**src/rtl/avg_pool_sequencer.sv**
```systemverilog
// Sequencer for 2x2 average pooling: walks image windows, drives the averaging unit, writes pooled buffer.
// Optional watchdog in WAIT enabled by defining POOL_TIMEOUT_EN.
module avg_pool_sequencer #(
    parameter int IMG_W       = 28,
    parameter int IMG_H       = 28,
    parameter int PIX_W       = 8,
    parameter int ADDR_W      = 10,
    parameter int OUT_ADDR_W  = 8,
    parameter int TIMEOUT_CYC = 255
) (
    input  logic                  clk,
    input  logic                  reset,
    input  logic                  start,
    output logic                  busy,
    output logic                  done,
    output logic                  err,
    output logic [ADDR_W-1:0]     pix_addr0,
    output logic [ADDR_W-1:0]     pix_addr1,
    output logic [ADDR_W-1:0]     pix_addr2,
    output logic [ADDR_W-1:0]     pix_addr3,
    output logic                  avg_start,
    input  logic                  avg_done,
    input  logic [PIX_W-1:0]      avg_result,
    output logic                  out_we,
    output logic [OUT_ADDR_W-1:0] out_addr,
    output logic [PIX_W-1:0]      out_data
);

    localparam int COLS = IMG_W / 2;
    localparam int ROWS = IMG_H / 2;

    typedef enum logic [2:0] {
        S_IDLE,
        S_ISSUE,
        S_WAIT,
        S_WRITE,
        S_FINISH
    } state_t;

    state_t state, state_n;

    logic [ADDR_W-1:0]     base, base_n;
    logic [OUT_ADDR_W-1:0] col, col_n;
    logic [OUT_ADDR_W-1:0] row, row_n;
    logic [OUT_ADDR_W-1:0] idx, idx_n;
    logic                  last_win;

    logic [ADDR_W-1:0]     pix_addr0_n, pix_addr1_n, pix_addr2_n, pix_addr3_n;
    logic [OUT_ADDR_W-1:0] out_addr_n;
    logic [PIX_W-1:0]      out_data_n;

    assign last_win = (row == OUT_ADDR_W'(ROWS - 1)) && (col == OUT_ADDR_W'(COLS - 1));

`ifdef POOL_TIMEOUT_EN
    localparam int TMR_W = $clog2(TIMEOUT_CYC + 1);
    logic [TMR_W-1:0] wait_cnt;
    logic             err_n;
`else
    logic unused_timeout_cfg;
    assign unused_timeout_cfg = ^TIMEOUT_CYC;
    assign err = 1'b0;
`endif

    always_comb begin
        state_n     = state;
        base_n      = base;
        col_n       = col;
        row_n       = row;
        idx_n       = idx;
        out_addr_n  = out_addr;
        out_data_n  = out_data;
        pix_addr0_n = pix_addr0;
        pix_addr1_n = pix_addr1;
        pix_addr2_n = pix_addr2;
        pix_addr3_n = pix_addr3;
`ifdef POOL_TIMEOUT_EN
        err_n       = err;
`endif
        case (state)
            S_IDLE: begin
                if (start) begin
                    state_n = S_ISSUE;
                    base_n  = '0;
                    col_n   = '0;
                    row_n   = '0;
                    idx_n   = '0;
                end
            end
            S_ISSUE: state_n = S_WAIT;
            S_WAIT: begin
                if (avg_done) begin
                    state_n    = S_WRITE;
                    out_data_n = avg_result;
                    out_addr_n = idx;
                end
`ifdef POOL_TIMEOUT_EN
                else if (wait_cnt == TMR_W'(TIMEOUT_CYC - 1)) begin
                    state_n = S_IDLE;
                    err_n   = 1'b1;
                end
`endif
            end
            S_WRITE: begin
                if (last_win) begin
                    state_n = S_FINISH;
                end else begin
                    state_n = S_ISSUE;
                    idx_n   = idx + OUT_ADDR_W'(1);
                    // End of a window row: skip the odd image row the windows just covered.
                    if (col == OUT_ADDR_W'(COLS - 1)) begin
                        col_n  = '0;
                        row_n  = row + OUT_ADDR_W'(1);
                        base_n = base + ADDR_W'(IMG_W + 2);
                    end else begin
                        col_n  = col + OUT_ADDR_W'(1);
                        base_n = base + ADDR_W'(2);
                    end
                end
            end
            S_FINISH: state_n = S_IDLE;
            default:  state_n = S_IDLE;
        endcase

        // Window addresses are latched on entry to ISSUE and held through WRITE.
        if (state_n == S_ISSUE) begin
            pix_addr0_n = base_n;
            pix_addr1_n = base_n + ADDR_W'(1);
            pix_addr2_n = base_n + ADDR_W'(IMG_W);
            pix_addr3_n = base_n + ADDR_W'(IMG_W + 1);
        end
    end

    always_ff @(posedge clk) begin
        if (reset) begin
            state     <= S_IDLE;
            base      <= '0;
            col       <= '0;
            row       <= '0;
            idx       <= '0;
            busy      <= 1'b0;
            done      <= 1'b0;
            avg_start <= 1'b0;
            out_we    <= 1'b0;
            out_addr  <= '0;
            out_data  <= '0;
            pix_addr0 <= '0;
            pix_addr1 <= '0;
            pix_addr2 <= '0;
            pix_addr3 <= '0;
        end else begin
            state     <= state_n;
            base      <= base_n;
            col       <= col_n;
            row       <= row_n;
            idx       <= idx_n;
            busy      <= (state_n != S_IDLE);
            done      <= (state_n == S_FINISH);
            avg_start <= (state_n == S_ISSUE);
            out_we    <= (state_n == S_WRITE);
            out_addr  <= out_addr_n;
            out_data  <= out_data_n;
            pix_addr0 <= pix_addr0_n;
            pix_addr1 <= pix_addr1_n;
            pix_addr2 <= pix_addr2_n;
            pix_addr3 <= pix_addr3_n;
        end
    end

`ifdef POOL_TIMEOUT_EN
    always_ff @(posedge clk) begin
        if (reset) begin
            wait_cnt <= '0;
            err      <= 1'b0;
        end else begin
            err <= err_n;
            if (state_n == S_ISSUE) begin
                wait_cnt <= '0;
            end else if (state == S_WAIT && !avg_done) begin
                wait_cnt <= wait_cnt + TMR_W'(1);
            end
        end
    end
`endif

endmodule
```
**config.mk**
```make
export PLATFORM = sky130hd
export DESIGN_NAME = avg_pool_sequencer
export DESIGN_NICKNAME = d
export VERILOG_FILES = /design/src/rtl/avg_pool_sequencer.sv
export SDC_FILE = /design/constraint.sdc
export NUM_CORES = 1
export LEC_CHECK = 0
export CAP_MARGIN = 20
export CORE_MARGIN = 5
export CORE_UTILIZATION = 60
export DETAILED_ROUTE_END_ITERATION = 10
export DONT_BUFFER_PORTS = 1
export PLACE_DENSITY = 0.76
export SLEW_MARGIN = 20
export SYNTH_ARGS = -nofsm -noshare
export SYNTH_HDL_FRONTEND = slang
export SYNTH_SLANG_ARGS = --single-unit
```
**constraint.sdc**
```tcl
create_clock -name clk -period 10.3 [get_ports clk]
set_clock_uncertainty 0.2 [all_clocks]
set_input_delay 2.06 -clock clk [delete_from_list [all_inputs] [get_ports clk]]
set_output_delay 2.06 -clock clk [all_outputs]
set_load 0.05 [all_outputs]
```
==> summary.md <==
| Metric | Value |
|---|---|
| Core Box Area | `6830 um^2` |
| First-iteration detailed-routing DRC count | `130` |
| Die height | `94.2 um` |
| WS Path Type | `reg2reg` |
| Drt drc | `0` |
| Drt total wl | `8840 um` |
| Synth area leader | `dfxtp_1` |
| Highest Clock Rate | `~210 MHz` |
| Worst-path maximum fanout | `12` |
| Tmin final | `4.84 ns` |
| Crit. Startpoint | `col[0]$_SDFFE_PP0P_` |
| Max-capacitance violation count | `0` |
| Initial antenna violation count | `0` |
| Slowest cell on crit path | `o211ai_1` |
| Leak Pwr | `1.65 nW` |
| PostCTS Resize Cnt | `0` |
| Initial Util | `0.623` |
| CTS Buf Count | `9` |
| Final Hold Viols | `0` |
| VDD IR max | `around 0.00013 V` |
| Worst Reg-to-Reg Cells | `12` |
| R2R Setup Slk | `5.46 ns` |
| Cell Area, Synth | `~4300 um^2` |
| Yosys top cell area share | `0.438` |
| Clock Latency Late Sink | `roughly 0.35 ns` |
| R2R Path Start | `col[0]$_SDFFE_PP0P_` |
| Max_slew headroom | `0.306` |
| Power Density | `166 nW/um^2` |
| Reg2reg end | `pix_addr3[9]$_SDFFE_PP0P_` |
| Post-Syn Instances | `roughly 490` |
| NumNets Final | `489` |
| Final Slew Violations | `0` |
| Vias post-DR | `around 3300` |
| Synth area leaders | `dfxtp_1, nand2_1, nor2_1` |
| Die width | `94.2 um` |
| Clock sinks | `93` |
| Vias per Instance | `roughly 5.8` |
| Main synth FF type | `dfxtp_1` |
| Port bufs | `0` |
| Largest net degree at the start of global routing | `74` |
| Syn Area/Cell | `8.72 um^2` |
| WL/cell | `15.6 um` |
| First-pass iteration count of the detailed router | `4` |
| Outcome | `finished clean` |
| I/O Pins | `73` |
| CTS tree | `done` |
| Worst setup endpoint | `pix_addr3[9]$_SDFFE_PP0P_` |
| H-tree depth | `3` |
| Layout cell share with drive strength beyond 1 | `0.0830` |
| Yosys cell types | `59` |
| Ant. Diodes | `0` |
| HP Class | `reg2reg` |
| RSZ-0062 raised after global routing | `false` |
| Final TNS setup | `0 ns` |
| Crit end category | `flop` |
| Max incr delay on CP | `0.83 ns` |
| Antenna-violating nets left | `0` |
| Required @ worst endpoint | `around 10 ns` |
| Worst Path Arrival | `4.88 ns` |
| Synth async-reset ratio | `0` |
| Most used cell, CP | `ha_1` |
| Yosys warns | `0` |
| Final Hold Slack | `approximately 0.28 ns` |
| Critical path launch point type | `flop` |
| Grt ovf | `0` |
| Bufs on Longest Clock Path | `2` |
| Vias in the first global route | `~3100` |
| DP HPWL | `roughly 6100 um` |
| Clock root cell | `clkbuf_8` |
| Final setup fails | `0` |
| Die ar. | `8880 um^2` |
| EDFF count, synth | `0` |
| Sequential fraction of the synthesis area | `0.438` |
| Global-route wire length before repair | `14700 um` |
| Worst-path clk slew | `around 0.090 ns` |
| Yosys reg bits | `93` |
| CTS Hold Bufs | `0` |
| Slew @ Worst Pin | `1.04 ns` |
| Syn Nets | `512` |
| Area Overhead vs Synth | `4.38%` |
| End-of-flow core utilization | `0.650` |
| Gr usage total | `0.206` |
| Row count | `30` |
| Final period util | `0.470` |
| GP Congestion | `about 0.80` |
| Post-CTS Setup Bufs | `0` |
| Crit path cell chain | `ha_1 > nand4b_1 > or4_1 > inv_2 > ha_1 > a211oi_1 > o21bai_1 > o211a_1 > o211ai_1 > nor2b_1 > a311oi_2 > a311o_1` |
## how the worst min path moves through the flow
| stage | start | end | slack, ns | cells after the start |
|---|---|---|---|---|
| after floorplan | base[0]$_SDFF_PP0_ | base[0]$_SDFF_PP0_ | 0.24 | 2 |
| after global placement | idx[7]$_SDFFE_PP0P_ | out_addr[7]$_SDFFE_PP0P_ | 0.26 | 2 |
| after detailed placement | idx[7]$_SDFFE_PP0P_ | out_addr[7]$_SDFFE_PP0P_ | 0.27 | 2 |
| after CTS | idx[7]$_SDFFE_PP0P_ | out_addr[7]$_SDFFE_PP0P_ | 0.28 | 2 |
| after global routing | idx[7]$_SDFFE_PP0P_ | out_addr[7]$_SDFFE_PP0P_ | 0.29 | 2 |
| final | idx[7]$_SDFFE_PP0P_ | out_addr[7]$_SDFFE_PP0P_ | 0.28 | 2 |
## cells in the final DEF, fill, tap and decap left out, types with 5 or more instances in the layout
cell type	instances
dfxtp_1	93
nand2_1	65
nor2_1	60
a21oi_1	35
nand3_1	17
xnor2_1	17
xor2_1	15
nand3b_1	14
a211oi_1	13
nand4_1	13
ha_1	11
clkbuf_8	10
and3_1	9
nand2b_1	6
nor3_1	6
inv_1	5
nor2b_1	5
## flip-flops by register name, summed over array words and instances (netlist names), 3 cells and up
register   cells
pix_addr2      8
pix_addr1     10
pix_addr0     10
state          3
pix_addr3      8
base          10
out_addr       8
out_data       8
col            8
row            8
idx            8
## kinds of logic (layout without fill, tap and decap cells)
| family | count (synthesis) | after routing | share of synthesized area |
|---|---|---|---|
| buffers and inverters | 42 | 24 | 0.0429 |
| multiplexers | 4 | 4 | 0.0103 |
| XOR/XNOR | 32 | 32 | 0.0659 |
| AND/OR/NAND/NOR | 212 | 212 | 0.249 |
| AO/OA/AOI/OAI | 92 | 92 | 0.156 |
| adder cells (fa/ha/maj) | 12 | 12 | 0.0370 |
| flip-flops | 93 | 93 | 0.438 |
| other | 1 | 1 | 0.000881 |
## layout make-up
type / count / area (um^2)
tap: 96 / 120
clock inverter: 6 / 62.6
fill: 603 / 2390
inverter: 7 / 26.3
multi-input combinational: 353 / 2230
clock buffer: 10 / 138
timing repair buffer: 1 / 7.51
sequential: 93 / 1860
## metal layers
metal / global-route usage / vias up / part of all wire
li1: - / 1649 / -
met1: 0.262 / 1511 / 0.43
met2: 0.332 / 90 / 0.48
met3: 0.0705 / 8 / 0.077
met4: 0.0578 / 0 / 0.010
met5: 0 / - / 0
## synth_stat cells, types with 6 or more instances
master	instances
nand2_1	65
nand2b_1	6
nand3_1	17
xor2_1	15
nand4_1	13
nand3b_1	14
and3_1	9
dfxtp_1	93
nor3_1	6
clkbuf_1	25
xnor2_1	17
ha_1	11
a21oi_1	35
nor2_1	60
a211oi_1	13
## worst max-delay path: cells and delay by family (launching register included)
family,cells,cell delay [ns]
AOI/OAI and AO/OA,6,2.14
and+or+nand+nor,3,1.23
adders and majority gates,2,0.46
DFF,1,0.40
buffers and inverters,1,0.29
## metrics by stage
stage | std cells | power, mW | area [um^2] | setup WS [ns]
finish | 566 | 0.737 | 4440 | 5.46
floorplan | 488 | 0.492 | 4260 | 5.85
detailed placement | 550 | 0.501 | 4240 | 5.30
CTS | 566 | 0.743 | 4440 | 5.52
global route | 566 | 0.767 | 4440 | 5.14
global placement | 550 | 0.499 | 4240 | 5.35
## where the power goes
| part | switching [mW] | total (mW) | internal [mW] |
|---|---|---|---|
| Clock | 0.127 | 0.245 | 0.118 |
| Combinational | 0.0431 | 0.0626 | 0.0195 |
| Sequential | 0.0555 | 0.429 | 0.374 |
(Power assumes the default switching activity.)
==> edit: new RTL, same settings <==
The 5 states of `state_t` get a one-hot encoding in 5 bits.
--- a/src/rtl/avg_pool_sequencer.sv
+++ b/src/rtl/avg_pool_sequencer.sv
@@ -31,8 +31,8 @@
 
-    typedef enum logic [2:0] {
-        S_IDLE,
-        S_ISSUE,
-        S_WAIT,
-        S_WRITE,
-        S_FINISH
+    typedef enum logic [4:0] {
+        S_IDLE   = 5'b00001,
+        S_ISSUE  = 5'b00010,
+        S_WAIT   = 5'b00100,
+        S_WRITE  = 5'b01000,
+        S_FINISH = 5'b10000
     } state_t;
Function: no difference found for any inputs over 10 cycles, from zero or initial values and one cycle with reset high; not proved beyond that.
==> edit against the original RTL <==
- cell area grew 0.51%
- wire length rose by 3.1%
- die area down 0.82%
- sequential cell count increased by 2
- non-clock buffer count is 3 higher
- first-iteration DRC count grew 58%
- area after synthesis fell by 0.91%
- register-to-register slack improved by 0.47 ns
- cell count is 3.5% higher
- largest cell class unchanged
- critical endpoint is now pix_addr3[8]
- maximum frequency increased by 6.2%
- setup slack gained 0.28 ns
Power is not compared: it rests on default switching activity, and its combinational part moved more than twofold at a synthesized area within 25%.
==> edit: results (changes against the original RTL) <==
- Run status: completed
- Number of non-clock buffers: 4 (+3)
- Drt first-iter violations: 206 (+58%)
- Register area share after synthesis: 0.451 (+0.0135)
- The number of unique standard cell types used by synthesis is 53 (-10%).
- Met2 wire len: 4.37 mm (+3.0%)
- The post-route cell area was 4460 um2 (+0.51%).
- Cell types occupying the most area after synthesis: dfxtp_1 45%, nand2_1 6.7%, nor2_1 5.6%, a21oi_1 5.0%, xor2_1 3.9%
* Clock insertion delay at the later pin of the skew report: 0.37 ns (+0.02 ns)
* Filler Cells Inserted: 583 (-3.3%)
* Count of placed standard cells in the final layout, fillers left out: 586 (+3.5%)
- Multi-input gate area in the final layout: 2150 um2 (-3.6%)
* Arr. time, crit path: 4.62 ns (-0.26 ns)
- Reg-to-Reg Start: col[1]
- The worst-margin pin slew is 0.981 ns (-0.0561 ns).
- Fraction of power spent switching nets: 0.250
* Worst-path cell with the longest stage delay: a22oi_2
* Stage delay of the slowest cell on the critical path: 0.57 ns (-0.26 ns)
- The global router's overall resource usage came to 0.217 (+0.0108).
- The largest net degree at the start of global routing came to 66 (-11%).
* Finished Core Util: 0.653 (+0.00330)
* Placed inst area: 4250 um2 (+0.21%)
* Worst R2R Path Depth: 14 (+2)
- The via total after detailed routing is 3366 (+3.3%).
- The share of cell area taken by flip-flops and latches was 0.426 (+0.00685).
- The number of multi-input combinational cells in the layout was 361 (+2.3%).
- The number of clock buffers in the layout came to 11 (+1).
- The part of the cycle the worst path needs was 0.443 (-0.0275).
* Number of non-clock inverters in the layout: 14 (+7)
* Place WS: 5.42 ns (+0.118 ns)
- The non-clock buffer contribution to total cell area came to 0.00673 (+0.00504).
* Number of I/O port buffers: 0 (unchanged)
- The global-route track usage on met2 was 0.361 (+0.0286).
* Met3 Usage GRT: 0.0601 (-0.0104)
- Final net count: 509 (+4.1%)
* Proportion of cell area spent on the clock network: 0.0479 (+0.00286)
- The clock net sink count came to 95 (+2.2%).
- The gate count after technology mapping is 498 (+2.0%).
- The synthesized net count came to 522 (+2.0%).
- Cell types with the highest counts after synthesis: 95 x dfxtp_1, 75 x nand2_1, 63 x nor2_1
* Detailed placement HPWL: 6.32 mm (+2.9%)
- CTS root buf: clkbuf_8
- Met3 routed WL: 574 um (-15%)
* Proportion of layout cells with a drive suffix above 1: 0.0571 (-0.0258)
- Global-route wire length before repair: 15.4 mm (+4.6%)
- The reg-to-reg setup timing slack is 5.93 ns (+0.47 ns).
- First element of the critical path: start
- Met1 Wirelength: 4.04 mm (+5.6%)
* Routed length per placed instance: 15.6 um (-0.43%)
- Worst setup path endpoint: pix_addr3[8]
- Number of placed instances, taps included: 570 (+3.6%)
- Number of global-route vias before repair: 3248 (+5.6%)
- The met1 track utilization from global routing is 0.267 (+0.00458).
[edit: cell types whose count changed after synthesis, sizes merged, moves of 4 or more]
cell    before  now
o21ai        7   13
xor2        15   19
xnor2       17    9
nand3       17   21
nand2       65   75
a21oi       38   43
nand2b       6    1
inv          7   14
clkbuf      25   21
nor4         3    8
or3          1    6
nand3b      14    1
[edit: cell families after synthesis]
kind of cell    synth area share
buf+inv                   0.0436
compound gates             0.158
simple gates               0.233
flops                      0.451
fa+ha+maj                 0.0374
other cells             0.000889
xor+xnor                  0.0582
mux                       0.0181
[edit: worst min-delay path by stage]
stage | from | cells after the start | slack, ns | end
final | idx[7] | 2 | 0.27 | out_addr[7]
after global routing | idx[5] | 2 | 0.31 | out_addr[5]
after CTS | idx[7] | 2 | 0.28 | out_addr[7]
after detailed placement | idx[7] | 2 | 0.27 | out_addr[7]
after global placement | idx[7] | 2 | 0.25 | out_addr[7]
after floorplan | idx[7] | 2 | 0.24 | out_addr[7]
